`src/rtl/major_state_seq_pkg.sv`:
```
// Shared definitions for the major-state sequencer: state encoding,
// opcode constants, instruction word type and small decode helpers.
package major_state_seq_pkg;

    // Major state encoding: two high bits select the major cycle,
    // two low bits select the subcycle within it.
    typedef enum logic [3:0] {
        F0 = 4'h0, F1 = 4'h1, F2 = 4'h2, F3 = 4'h3,
        D0 = 4'h4, D1 = 4'h5, D2 = 4'h6, D3 = 4'h7,
        E0 = 4'h8, E1 = 4'h9, E2 = 4'hA, E3 = 4'hB,
        H0 = 4'hC, H1 = 4'hD, H2 = 4'hE, H3 = 4'hF
    } state_e;

    // Instruction word, bit 0 is the most significant bit.
    typedef logic [0:11] instr_t;
    typedef logic [2:0]  opcode_t;

    localparam opcode_t OP_AND = 3'd0;
    localparam opcode_t OP_TAD = 3'd1;
    localparam opcode_t OP_ISZ = 3'd2;
    localparam opcode_t OP_DCA = 3'd3;
    localparam opcode_t OP_JMS = 3'd4;
    localparam opcode_t OP_JMP = 3'd5;
    localparam opcode_t OP_IOT = 3'd6;
    localparam opcode_t OP_OPR = 3'd7;

    // Default HLT detection pattern (OPR group 2 with the HLT bit set).
    localparam instr_t HLT_MASK_DEF = 12'o7403;
    localparam instr_t HLT_VAL_DEF  = 12'o7402;

    function automatic opcode_t get_op(input instr_t ins);
        return ins[0:2];
    endfunction

    function automatic logic get_ib(input instr_t ins);
        return ins[3];
    endfunction

endpackage

```
`src/rtl/major_state_seq_if.sv`:
```
// Bus between the front panel / memory side and the major-state sequencer.
interface major_state_seq_if;
    import major_state_seq_pkg::*;

    instr_t     instruction;
    logic       cont;
    logic       sing_step;
    logic       halt_sw;
    logic [3:0] state;
    logic       run;
    logic       instr_done;

    // Driver side: supplies the instruction and panel controls.
    modport master (
        output instruction, cont, sing_step, halt_sw,
        input  state, run, instr_done
    );

    // Sequencer side.
    modport slave (
        input  instruction, cont, sing_step, halt_sw,
        output state, run, instr_done
    );
endinterface

```
`src/rtl/major_state_seq_instr_class.sv`:
```
// Combinational instruction classifier: decides which major cycles an
// instruction needs and whether it is a JMP or a HLT.
module major_state_seq_instr_class
    import major_state_seq_pkg::*;
#(
    parameter instr_t HLT_MASK = HLT_MASK_DEF,
    parameter instr_t HLT_VAL  = HLT_VAL_DEF
) (
    input  instr_t instruction_i,
    output logic   needs_defer_o,
    output logic   needs_exec_o,
    output logic   is_jmp_o,
    output logic   is_hlt_o
);

    opcode_t op;
    logic    ib;

    assign op = get_op(instruction_i);
    assign ib = get_ib(instruction_i);

    // Memory-reference instructions (AND..JMP) take a defer cycle when
    // indirect; only AND..JMS need an execute cycle. IOT/OPR ignore ib.
    always_comb begin
        needs_defer_o = (op <= OP_JMP) && ib;
        needs_exec_o  = (op <= OP_JMS);
        is_jmp_o      = (op == OP_JMP);
        is_hlt_o      = (op == OP_OPR) && ((instruction_i & HLT_MASK) == HLT_VAL);
    end

endmodule

```
`src/rtl/major_state_seq.sv`:
```
// Major-state sequencer: walks each instruction through Fetch, optional
// Defer and Execute subcycles, and idles in the Halt ring under panel control.
module major_state_seq
    import major_state_seq_pkg::*;
#(
    parameter instr_t HLT_MASK = HLT_MASK_DEF,
    parameter instr_t HLT_VAL  = HLT_VAL_DEF
) (
    input  logic               clk,
    input  logic               reset,
    major_state_seq_if.slave   bus
);

    state_e state_q;
    state_e state_d;
    state_e end_state;

    logic needs_defer;
    logic needs_exec;
    logic is_jmp;
    logic is_hlt;
    logic run_c;
    logic instr_done_c;

    major_state_seq_instr_class #(
        .HLT_MASK (HLT_MASK),
        .HLT_VAL  (HLT_VAL)
    ) u_instr_class (
        .instruction_i (bus.instruction),
        .needs_defer_o (needs_defer),
        .needs_exec_o  (needs_exec),
        .is_jmp_o      (is_jmp),
        .is_hlt_o      (is_hlt)
    );

    // Where to go once an instruction has finished its last subcycle.
    assign end_state = (bus.halt_sw || bus.sing_step) ? H0 : F0;

    // State register; active-low reset drops straight into the halt ring.
    always_ff @(posedge clk) begin
        if (!reset) begin
            state_q <= H0;
        end else begin
            state_q <= state_d;
        end
    end

    // Next state: step through subcycles, branch only at the x3 subcycles.
    always_comb begin
        state_d = state_e'(state_q + 4'd1);
        unique case (state_q)
            F3: begin
                if (needs_defer) begin
                    state_d = D0;
                end else if (needs_exec) begin
                    state_d = E0;
                end else if (is_hlt) begin
                    state_d = H0;
                end else begin
                    state_d = end_state;
                end
            end
            D3: state_d = is_jmp ? end_state : E0;
            E3: state_d = end_state;
            H3: state_d = (bus.cont && !bus.halt_sw) ? F0 : H0;
            default: ;
        endcase
    end

    // Outputs decoded from the current state and instruction.
    always_comb begin
        run_c        = (state_q[3:2] != 2'b11);
        instr_done_c = 1'b0;
        unique case (state_q)
            F3:      instr_done_c = !needs_defer && !needs_exec;
            D3:      instr_done_c = is_jmp;
            E3:      instr_done_c = 1'b1;
            default: instr_done_c = 1'b0;
        endcase
    end

    assign bus.state      = state_q;
    assign bus.run        = run_c;
    assign bus.instr_done = instr_done_c;

endmodule
```
`src/flat_wrapper.sv`:
```
// flat-port wrapper written by rule: the top's interface ports become plain ports
module major_state_seq_flat import major_state_seq_pkg::*;
#(
    parameter instr_t HLT_MASK = HLT_MASK_DEF,
    parameter instr_t HLT_VAL  = HLT_VAL_DEF
)
  (clk, reset, bus_instruction, bus_cont, bus_sing_step, bus_halt_sw, bus_state, bus_run, bus_instr_done);
  major_state_seq_if bus_i ();
  input  logic clk;
  input  logic reset;
  input wire logic [$bits(bus_i.instruction)-1:0] bus_instruction;
  input wire logic [$bits(bus_i.cont)-1:0] bus_cont;
  input wire logic [$bits(bus_i.sing_step)-1:0] bus_sing_step;
  input wire logic [$bits(bus_i.halt_sw)-1:0] bus_halt_sw;
  output wire logic [$bits(bus_i.state)-1:0] bus_state;
  output wire logic [$bits(bus_i.run)-1:0] bus_run;
  output wire logic [$bits(bus_i.instr_done)-1:0] bus_instr_done;
  assign bus_i.instruction = bus_instruction;
  assign bus_i.cont = bus_cont;
  assign bus_i.sing_step = bus_sing_step;
  assign bus_i.halt_sw = bus_halt_sw;
  assign bus_state = bus_i.state;
  assign bus_run = bus_i.run;
  assign bus_instr_done = bus_i.instr_done;
  major_state_seq #(.HLT_MASK(HLT_MASK), .HLT_VAL(HLT_VAL)) u_core (.clk(clk), .reset(reset), .bus(bus_i));
endmodule
```
`config.mk`:
```
export PLATFORM = sky130hd
export DESIGN_NAME = major_state_seq_flat
export DESIGN_NICKNAME = d
export VERILOG_FILES = /design/src/rtl/major_state_seq_pkg.sv /design/src/rtl/major_state_seq_if.sv /design/src/rtl/major_state_seq_instr_class.sv /design/src/rtl/major_state_seq.sv /design/src/flat_wrapper.sv
export SDC_FILE = /design/constraint.sdc
export NUM_CORES = 1
export LEC_CHECK = 0
export BUFFER_PORTS_ARGS = -buffer_cell sky130_fd_sc_hd__buf_4
export CAP_MARGIN = 20
export CORE_AREA = 2 2 39 41
export CTS_CLUSTER_DIAMETER = 150
export DETAILED_ROUTE_END_ITERATION = 6
export DIE_AREA = 0 0 41 43
export PLACE_DENSITY_LB_ADDON = 0.05
export SYNTH_ARGS = -nofsm -noshare
export SYNTH_HDL_FRONTEND = slang
export SYNTH_SLANG_ARGS = --single-unit
```
`constraint.sdc`:
```
create_clock -name clk -period 2.05 [get_ports clk]
set_clock_uncertainty 0.1 [all_clocks]
set_input_delay 0.205 -clock clk [delete_from_list [all_inputs] [get_ports clk]]
set_output_delay 0.205 -clock clk [all_outputs]
set_load 0.02 [all_outputs]
```
== Yosys cells after proc, flatten, opt, wreduce, memory -nomap -nowiden ==
Index checks and enable logic that the tools add are counted.

* Add/sub/neg operators: 1
* Magnitude comparators: 2
* Equal/unequal tests: 8
* Multiplexer cells: 8
* Reductions and logical operators: 8

{| class="wikitable"
|+ Operator list
! kind !! count
|-
| 2-to-1 mux 4 bit || 6
|-
| one-hot mux 4 bit (4 select lines) || 1
|-
| == test 4 bit, second input constant || 2
|-
| == test 3 bit, second input constant || 2
|-
| == test 6 bit, second input constant || 1
|-
| less-or-equal comparator 3 bit, second input constant || 2
|-
| adder 4 x 1 -> 4 bit, second input constant || 1
|-
| == test 4 x 2 -> 1 bit, second input constant || 1
|-
| == test 4 x 3 -> 1 bit, second input constant || 1
|-
| logical AND 1 bit || 4
|-
| zero test 1 bit || 3
|-
| one-hot mux 1 bit (3 select lines) || 1
|-
| != test 2 bit, second input constant || 1
|-
| logical OR 1 bit || 1
|}

* Flip-flop bits (word level): 4
* Input bits: 17
* Logic and storage cells: 28

== Depth between registers and ports, before layout ==
Gate-level depths: netlist of the first run.

* Word-level depth: 6
* Mapped depth: 5

== Modules after synthesis ==
From an unflattened synthesis of the first run, not the netlist that was laid out.

* Cell total of the unflattened synthesis: 41
* Area total of the unflattened synthesis: 311.5 um2

{| class="wikitable"
|+ Modules (own cells, without submodules)
! module !! times used !! cells an instance !! area an instance (um2) !! sequential area each (um2)
|-
| major_state_seq || 1 || 35 || 279.0 || 80.1
|-
| major_state_seq_instr_class || 1 || 6 || 32.5 || 0.0
|}

== Least setup slack after synthesis of the first run ==
OpenSTA, ideal clock, no wires.

* Kind: register to register
* Start point: register u_core.state_q[0] (netlist: u_core.bus.state[0])
* End point: register u_core.state_q[2] (netlist: u_core.bus.state[2])
* Setup time: 0.123 ns
* Data arrival time: 1.299 ns
* Required time: 1.827 ns
* Setup slack: 0.527 ns
* Stages on the path, launching flop included: 6
* Buffers on the path: 0
* Clock period less this slack: 1.523 ns
* Path through: dfxtp_1 -> ha_1 -> nand2_1 -> nor2_1 -> a21oi_1 -> o32a_2

* Cells in the longest elaborated chain, start to end: 2
* Elaborated cells between the ends (all ways): 6
* Those cells by class: add/sub: 1; eq/ne: 4; mux: 1

{| class="wikitable"
|+ RTL lines
! item !! RTL line !! text
|-
| start: declaration || major_state_seq.sv:14 || <nowiki>state_e state_q;</nowiki>
|-
| start signal: assignment || major_state_seq.sv:44 || <nowiki>state_q <= state_d;</nowiki>
|-
| adder 4 x 1 -> 4 bit, or another cell as far along || major_state_seq.sv:50 || <nowiki>state_d = state_e'(state_q + 4'd1);</nowiki>
|-
| one-hot mux 4 bit (4 select lines) (*) || major_state_seq.sv:51 || <nowiki>unique case (state_q)</nowiki>
|}

Mark *: on every way between the ends. The rest lies on a longest branch, timed or not.
A chain may end at the register's enable or synchronous reset.

== Worst setup path in the final report of the first run ==
* Start point: register u_core.state_q[2] (netlist: u_core.bus.state[2])
* End point: output bus_instr_done

* Cells in the longest elaborated chain, start to end: 2
* Elaborated cells between the ends (all ways): 4
* Those cells by class: eq/ne: 3; mux: 1

{| class="wikitable"
|+ RTL lines
! item !! RTL line !! text
|-
| == test 4 bit, or another cell as far along || major_state_seq.sv:74 || <nowiki>unique case (state_q)</nowiki>
|-
| one-hot mux 1 bit (3 select lines) (*) || major_state_seq.sv:74 ||
|-
| end: declaration || flat_wrapper.sv:17 || <nowiki>output wire logic [$bits(bus_i.instr_done)-1:0] bus_instr_done;</nowiki>
|}

Marks and branches as above.

==> qor.txt, run 1 <==
Status: complete, no violations
Die ar.: 1763 µm²
Yosys top cell by area: dfxtp_1
Syn-to-layout area delta: 49.60%
Vias in the first global route: 359
First-pass GRT wire length: 1518 µm
Ys flop type: dfxtp_1
Max FFs per register: 4
Yosys reg bits: 4
Crit path DAT: 1.33 ns
CTS clk-pin slew, worst paths: 0.04 ns
Final Wtd Congestion: 0.7064
Pre-Repair DR Iteration Count: 2
Int Pwr: 0.1937 mW
Sequential share of power: 0.361
Syn_nets: 60
Final wirelength: 819 µm
Endpoints failing hold: 0
Pins over their slew limit: 0
Final setup vio count: 0
HP Class: primary input to register
Comb power frac: 0.299
Largest net degree at the start of global routing: 11
Setup Fix Bufs, Post-CTS: 0
Post-Synth Simple-Gate Area: 0.3480
Synth Area in XOR/XNOR: 0.02800
Worst relative slew slack: 0.7868
Minimum clock period: 1.631 ns
Netlist Area Pre-Place: 312.8 µm²
CP Launch Type: register
DRT iter0 DRCs: 3
GRT overflow: 0
Routed WL per cell: 10.92 µm
Synth Area in Adders: 0.04000
GR Util All Layers: 0.1274
Pin slew with the least headroom to its limit: 0.3193 ns
Crit path depth: 4
Leakage: 0.2070 nW
Maximum vdd drop: 0.0002990 V
Max cap viols: 0
Worst R2R Path Depth: 5
Nets: 79
CP Class: register to primary output
Post-synthesis cell count: 42
Synth top area cells: dfxtp_1 26%, nand2_1 7.2%, nor2_1 7.2%
Psw: 0.07645 mW
Power consumption: 0.2701 mW
Max Fanout on Critical Path: 10
CTS Buffer Depth: 2
Initial antenna violation count: 0
Root Buffer: clkbuf_4
Worst slack at placement: 0.5310 ns
Clock power frac: 0.340
Crit-path slowest cell: dfxtp_1
Dpl cell area: 445.4 µm²
Top achievable clock speed: 613.0 MHz
Final antenna-violating net count: 0
DR vias/cell: 4.787
Synth warn: 0
Row Count: 14
Sw Share: 0.2830
Drc violations: 0
Placed Cells: 72
Footprint of the multi-input gates: 221.5 µm²
RSZ-0062 raised after global routing: false
Post-synth cell types: 23
Syn avg cell area: 7.448 µm²
Routed vias: 359
Worst setup margin: 0.4188 ns
Post-cts sizing count: 0
Final Non-Filler Cells: 75
Sequential cell area: 80.08 µm²
TNS Setup: 0 ns
Cts bufs inserted: 3
Htree depth: 1
Core area: 1384 µm²
Hpwl dp: 699.2 µm
Worst skew pair latency: 0.23 ns
Commonest cells post-synth: 6 x nand2_1, 6 x nor2_1, 4 x dfxtp_1
Top delay family on crit path: flip-flops
Hold Path Cell Cnt: 3
Height of the die: 43 µm
I/O pin count: 23
Die Span X: 41 µm
EDFF count, synth: 0
Buf/Inv on CP: 1
FILL cells: 151
Post-synth top area share: 0.2560
Crit path cell chain: nand4b_1, o22ai_1, and2_1, buf_4
Worst EP required: 1.75 ns
Critical Path Max Stage Delay: 0.50 ns
TritonCTS clock tree: done
Share of cells above drive strength 1: 0.3898
Fraction of registers with async set/reset: 0
PwrDens: 577.3 nW/µm²
Clk sinks: 4
Nature of the critical path endpoint: primary output
Seq/Total Area, Yosys: 0.2560
Design area: 467.9 µm²
Diode count: 0
# port buffers: 16
Starting Density: 0.2260
Main combinational cell family by area after synthesis: simple AND/OR/NAND/NOR gates
Mux cell area share after synthesis: 0
Post-CTS Hold Buffers: 0
Post-synthesis compound-gate area fraction: 0.2920
Period utilization: 0.7957
## per-layer routing
metal	global-route usage	wire [µm]	vias up
met4	0.06000	0	0
li1	-	-	190
met5	0	0	-
met3	0.04712	27	0
met1	0.1378	352	163
met2	0.2063	439	6
## cells by family (layout without fill, tap and decap cells)
| logic type | after synthesis | count (layout) |
|---|---|---|
| flops | 4 | 4 |
| compound gates | 13 | 13 |
| simple gates | 20 | 20 |
| xor+xnor | 1 | 1 |
| buf+inv | 3 | 20 |
| fa+ha+maj | 1 | 1 |
## power by group through the flow
stage | registers (mW) | clock network, mW | logic (mW)
floorplan | 0.102 | 0 | 0.0381
global placement | 0.0980 | 0 | 0.0803
detailed placement | 0.0985 | 0 | 0.0815
CTS | 0.0975 | 0.0968 | 0.0818
global route | 0.0993 | 0.107 | 0.0893
finish | 0.0976 | 0.0918 | 0.0807
## cells in the final DEF, fill, tap and decap left out, types with 2 or more instances in the layout
cell | synthesis | layout
a21oi_1 | 3 | 3
a31oi_1 | 2 | 2
dfxtp_1 | 4 | 4
clkbuf_4 | 0 | 3
o21ai_0 | 2 | 2
buf_4 | 0 | 16
nor2_1 | 6 | 6
o32a_2 | 2 | 2
nand2_1 | 6 | 6
## per-stage QoR
| stage | hold slack [ns] | util |
|---|---|---|
| global placement | 0.3466 | 0.3219 |
| global route | 0.2395 | 0.3382 |
| floorplan | 0.2925 | - |
| detailed placement | 0.3553 | 0.3219 |
| CTS | 0.2106 | 0.3382 |
| finish | 0.2127 | 0.3382 |
## path summary, 6_finish.rpt
path,startpoint,end,slack (ns)
worst max-delay path,u_core.bus.state[2]$_SDFF_PN1_,bus_instr_done,0.42
worst min-delay path,reset,u_core.bus.state[1]$_SDFF_PN0_,0.21
worst max register to register,u_core.bus.state[0]$_SDFF_PN0_,u_core.bus.state[2]$_SDFF_PN1_,0.55
worst min register to register,u_core.bus.state[0]$_SDFF_PN0_,u_core.bus.state[0]$_SDFF_PN0_,0.36
## final cells by class
cell class | count | share of cell area
flip-flops and latches | 4 | 0.1711
clock buffers | 3 | 0.04813
inverters | 1 | 0.008021
well taps | 16 | 0.04278
multi-input cells | 35 | 0.4733
repair buffers | 16 | 0.2567
## worst register-to-register path: cells and delay by family, from the launching register on
kind            cells  cell delay, ns
flops               1            0.37
simple gates        1            0.27
fa+ha+maj           1            0.24
compound gates      3            0.47
Power figures use the tool's default switching activity.
==> inputs of run 2 (changes only) <==
Settings changed: ABC_AREA set to 1.
Clock period 2.05 ns to 1.6 ns, I/O delays scaled along.
==> qor.txt, run 2 <==
Status: complete, no violations
Endpoints failing hold: 0 (unchanged)
Max cap viols: 0 (unchanged)
Post-synth top area share: 0.2424 (-0.01358)
Diode count: 0 (unchanged)
Maximum vdd drop: 0.0004956 V (+66%)
Htree depth: 1 (unchanged)
Pins over their slew limit: 0 (unchanged)
Worst Setup SP: u_core.bus.state[1]$_SDFF_PN0_
HP Class: primary input to register
Row Count: 14 (unchanged)
TritonCTS clock tree: done
Period utilization: 0.9627
Critical R2R Launch: u_core.bus.state[1]$_SDFF_PN0_
Final setup vio count: 0 (unchanged)
Die ar.: 1763 µm² (unchanged)
Worst relative slew slack: 0.8311 (+0.04430)
EDFF count, synth: 0 (unchanged)
I/O pin count: 23 (unchanged)
Worst R2R Path Depth: 8 (+3)
Top achievable clock speed: 649.2 MHz
FF-to-FF setup slack: 0.20 ns (-0.35 ns)
Syn-to-layout area delta: 73.86%
Worst skew pair latency: 0.23 ns (about the same)
Minimum clock period: 1.540 ns
Cts bufs inserted: 3 (unchanged)
Height of the die: 43 µm (unchanged)
Max FFs per register: 4 (unchanged)
Critical Path Sink: bus_instr_done
Commonest cells post-synth: 17 x nand2_1, 10 x nor2_1, 9 x inv_1
Most frequent cells in the layout: 20 x buf_4, 17 x nand2_1, 10 x nor2_1
Ys flop type: dfxtp_1
Final Wtd Congestion: 0.7396 (+4.7%)
Core area: 1384 µm² (unchanged)
Drc violations: 0 (unchanged)
CP Launch Type: register
Worst EP required: 1.34 ns (-0.41 ns)
GRT overflow: 0 (unchanged)
Initial antenna violation count: 0 (unchanged)
Nets: 102 (+29%)
Netlist Area Pre-Place: 330.3 µm² (+5.6%)
First-pass GRT wire length: 1511 µm (-0.46%)
Nature of the critical path endpoint: primary output
Share of cells above drive strength 1: 0.4146 (+0.02480)
Pre-Repair DR Iteration Count: 4 (+2)
Starting Density: 0.2387 (+0.01266)
Final antenna-violating net count: 0 (unchanged)
TNS Setup: 0 ns (unchanged)
Pin slew with the least headroom to its limit: 0.2524 ns (-0.06695 ns)
Routed WL per cell: 9.316 µm (-15%)
Most common cell after layout, fill and taps aside: buf_4
# port buffers: 16 (unchanged)
DR vias/cell: 4.255 (-11%)
CTS clk-pin slew, worst paths: 0.03 ns (about the same)
CP Class: register to primary output
Vias in the first global route: 393 (+9.5%)
Leakage: 0.3260 nW (+57%)
FF-to-FF End: u_core.bus.state[2]$_SDFF_PN1_
Fraction of registers with async set/reset: 0 (unchanged)
Post-synth cell types: 14 (-39%)
Post-synthesis cell count: 58 (+38%)
Syn_nets: 76 (+27%)
Clk sinks: 4 (unchanged)
Crit path DAT: 1.28 ns (-0.05 ns)
Yosys top cell by area: dfxtp_1
Largest net degree at the start of global routing: 8 (-3)
PwrDens: 699.8 nW/µm² (+21%)
Root Buffer: clkbuf_4
Final wirelength: 913 µm (+11%)
Most frequent cell after synthesis: nand2_1
GR Util All Layers: 0.1283 (+0.0008744)
FILL cells: 154 (+2.0%)
Power consumption: 0.4019 mW (+49%)
Hold_sp: reset
CTS Buffer Depth: 2 (unchanged)
Synth warn: 0 (unchanged)
Seq/Total Area, Yosys: 0.2424 (-0.01358)
Hpwl dp: 713.3 µm (+2.0%)
RSZ-0062 raised after global routing: false
DRT iter0 DRCs: 3 (unchanged)
Synth top area cells: dfxtp_1 24%, nand2_1 19%, nor2_1 11%
Yosys reg bits: 4 (unchanged)
Syn avg cell area: 5.695 µm² (-24%)
Max Fanout on Critical Path: 5 (-5)
Routed vias: 417 (+16%)
Die Span X: 41 µm (unchanged)
==> run 2: cell types whose count changed in the layout (fill, tap and decap cells not counted), sizes merged, moves of 2 or more <==
cell / change
nand2: +12
inv: +8
o32a: -2
a31oi: -2
nand3: +5
nor2: +5
buf: +5
nand4: +2
==> run 2: cell families after synthesis <==
| group | Yosys count | share of synthesized area |
|---|---|---|
| AOI/OAI and AO/OA | 6 | 0.1023 |
| adders and majority gates | 1 | 0.03787 |
| DFF | 4 | 0.2424 |
| xor gates and xnor gates | 1 | 0.02652 |
| and+or+nand+nor | 37 | 0.4887 |
| buffers and inverters | 9 | 0.1023 |
==> run 2: what timing repair did <==
item | CTS | global route
setup endpoints to repair | 1 | 1
hold buffers | 0 | 0
pin swaps | 0 | 1
gates resized for setup | 4 | 7
buffers inserted | 0 | 1
==> run 2: per-layer routing <==
layer  routed length, µm  global-route usage
met5                   0                   0
met4                   5              0.1000
met3                  54             0.01571
met2                 462              0.1969
met1                 391              0.1502
==> run 2: worst min path at each step <==
stage	to	cells after the start
6_report	u_core.bus.state[3]$_SDFF_PN1_	2
3_5_place_dp	u_core.bus.state[3]$_SDFF_PN1_	2
2_1_floorplan	u_core.bus.state[3]$_SDFF_PN1_	1
3_3_place_gp	u_core.bus.state[3]$_SDFF_PN1_	2
4_1_cts	u_core.bus.state[3]$_SDFF_PN1_	2
5_1_grt	u_core.bus.state[3]$_SDFF_PN1_	2
==> run 2: cell type report <==
cell class | count | area (µm²) | area share
clock buffers | 3 | 22.52 | 0.03922
inverters | 9 | 33.78 | 0.05882
multi-input cells | 45 | 251.5 | 0.4379
flip-flops and latches | 4 | 85.08 | 0.1481
well taps | 16 | 20.02 | 0.03486
repair buffers | 21 | 161.4 | 0.2810
==> run 2: through the flow <==
step                cell area [µm²]  worst slack, ns  cells    util  hold slack [ns]
finish                        574.3          0.05971     98  0.4150          0.07487
CTS                           540.5        0.0007117     97  0.3906          0.06846
floorplan                     330.3          0.07710     58       -           0.1536
detailed placement            500.5           0.1589     94  0.3617           0.3113
global route                  574.3          0.01121     98  0.4150          0.07847
global placement              500.5           0.1243     94  0.3617           0.3187
==> run 2: critical path, cell delays in order (launching register included) <==
cell and delay (ns):
dfxtp_4 0.34, ha_4 0.17, buf_4 0.14, nand2_4 0.07
nor2_4 0.04, a21oi_2 0.09, nand2_1 0.06, buf_6 0.13
==> run 2: where the power goes <==
| part | internal, mW | switching [mW] | leakage, nW |
|---|---|---|---|
| Clock | 0.0836 | 0.0366 | 0.0138 |
| Combinational | 0.0753 | 0.0794 | 0.278 |
| Sequential | 0.114 | 0.0129 | 0.0339 |
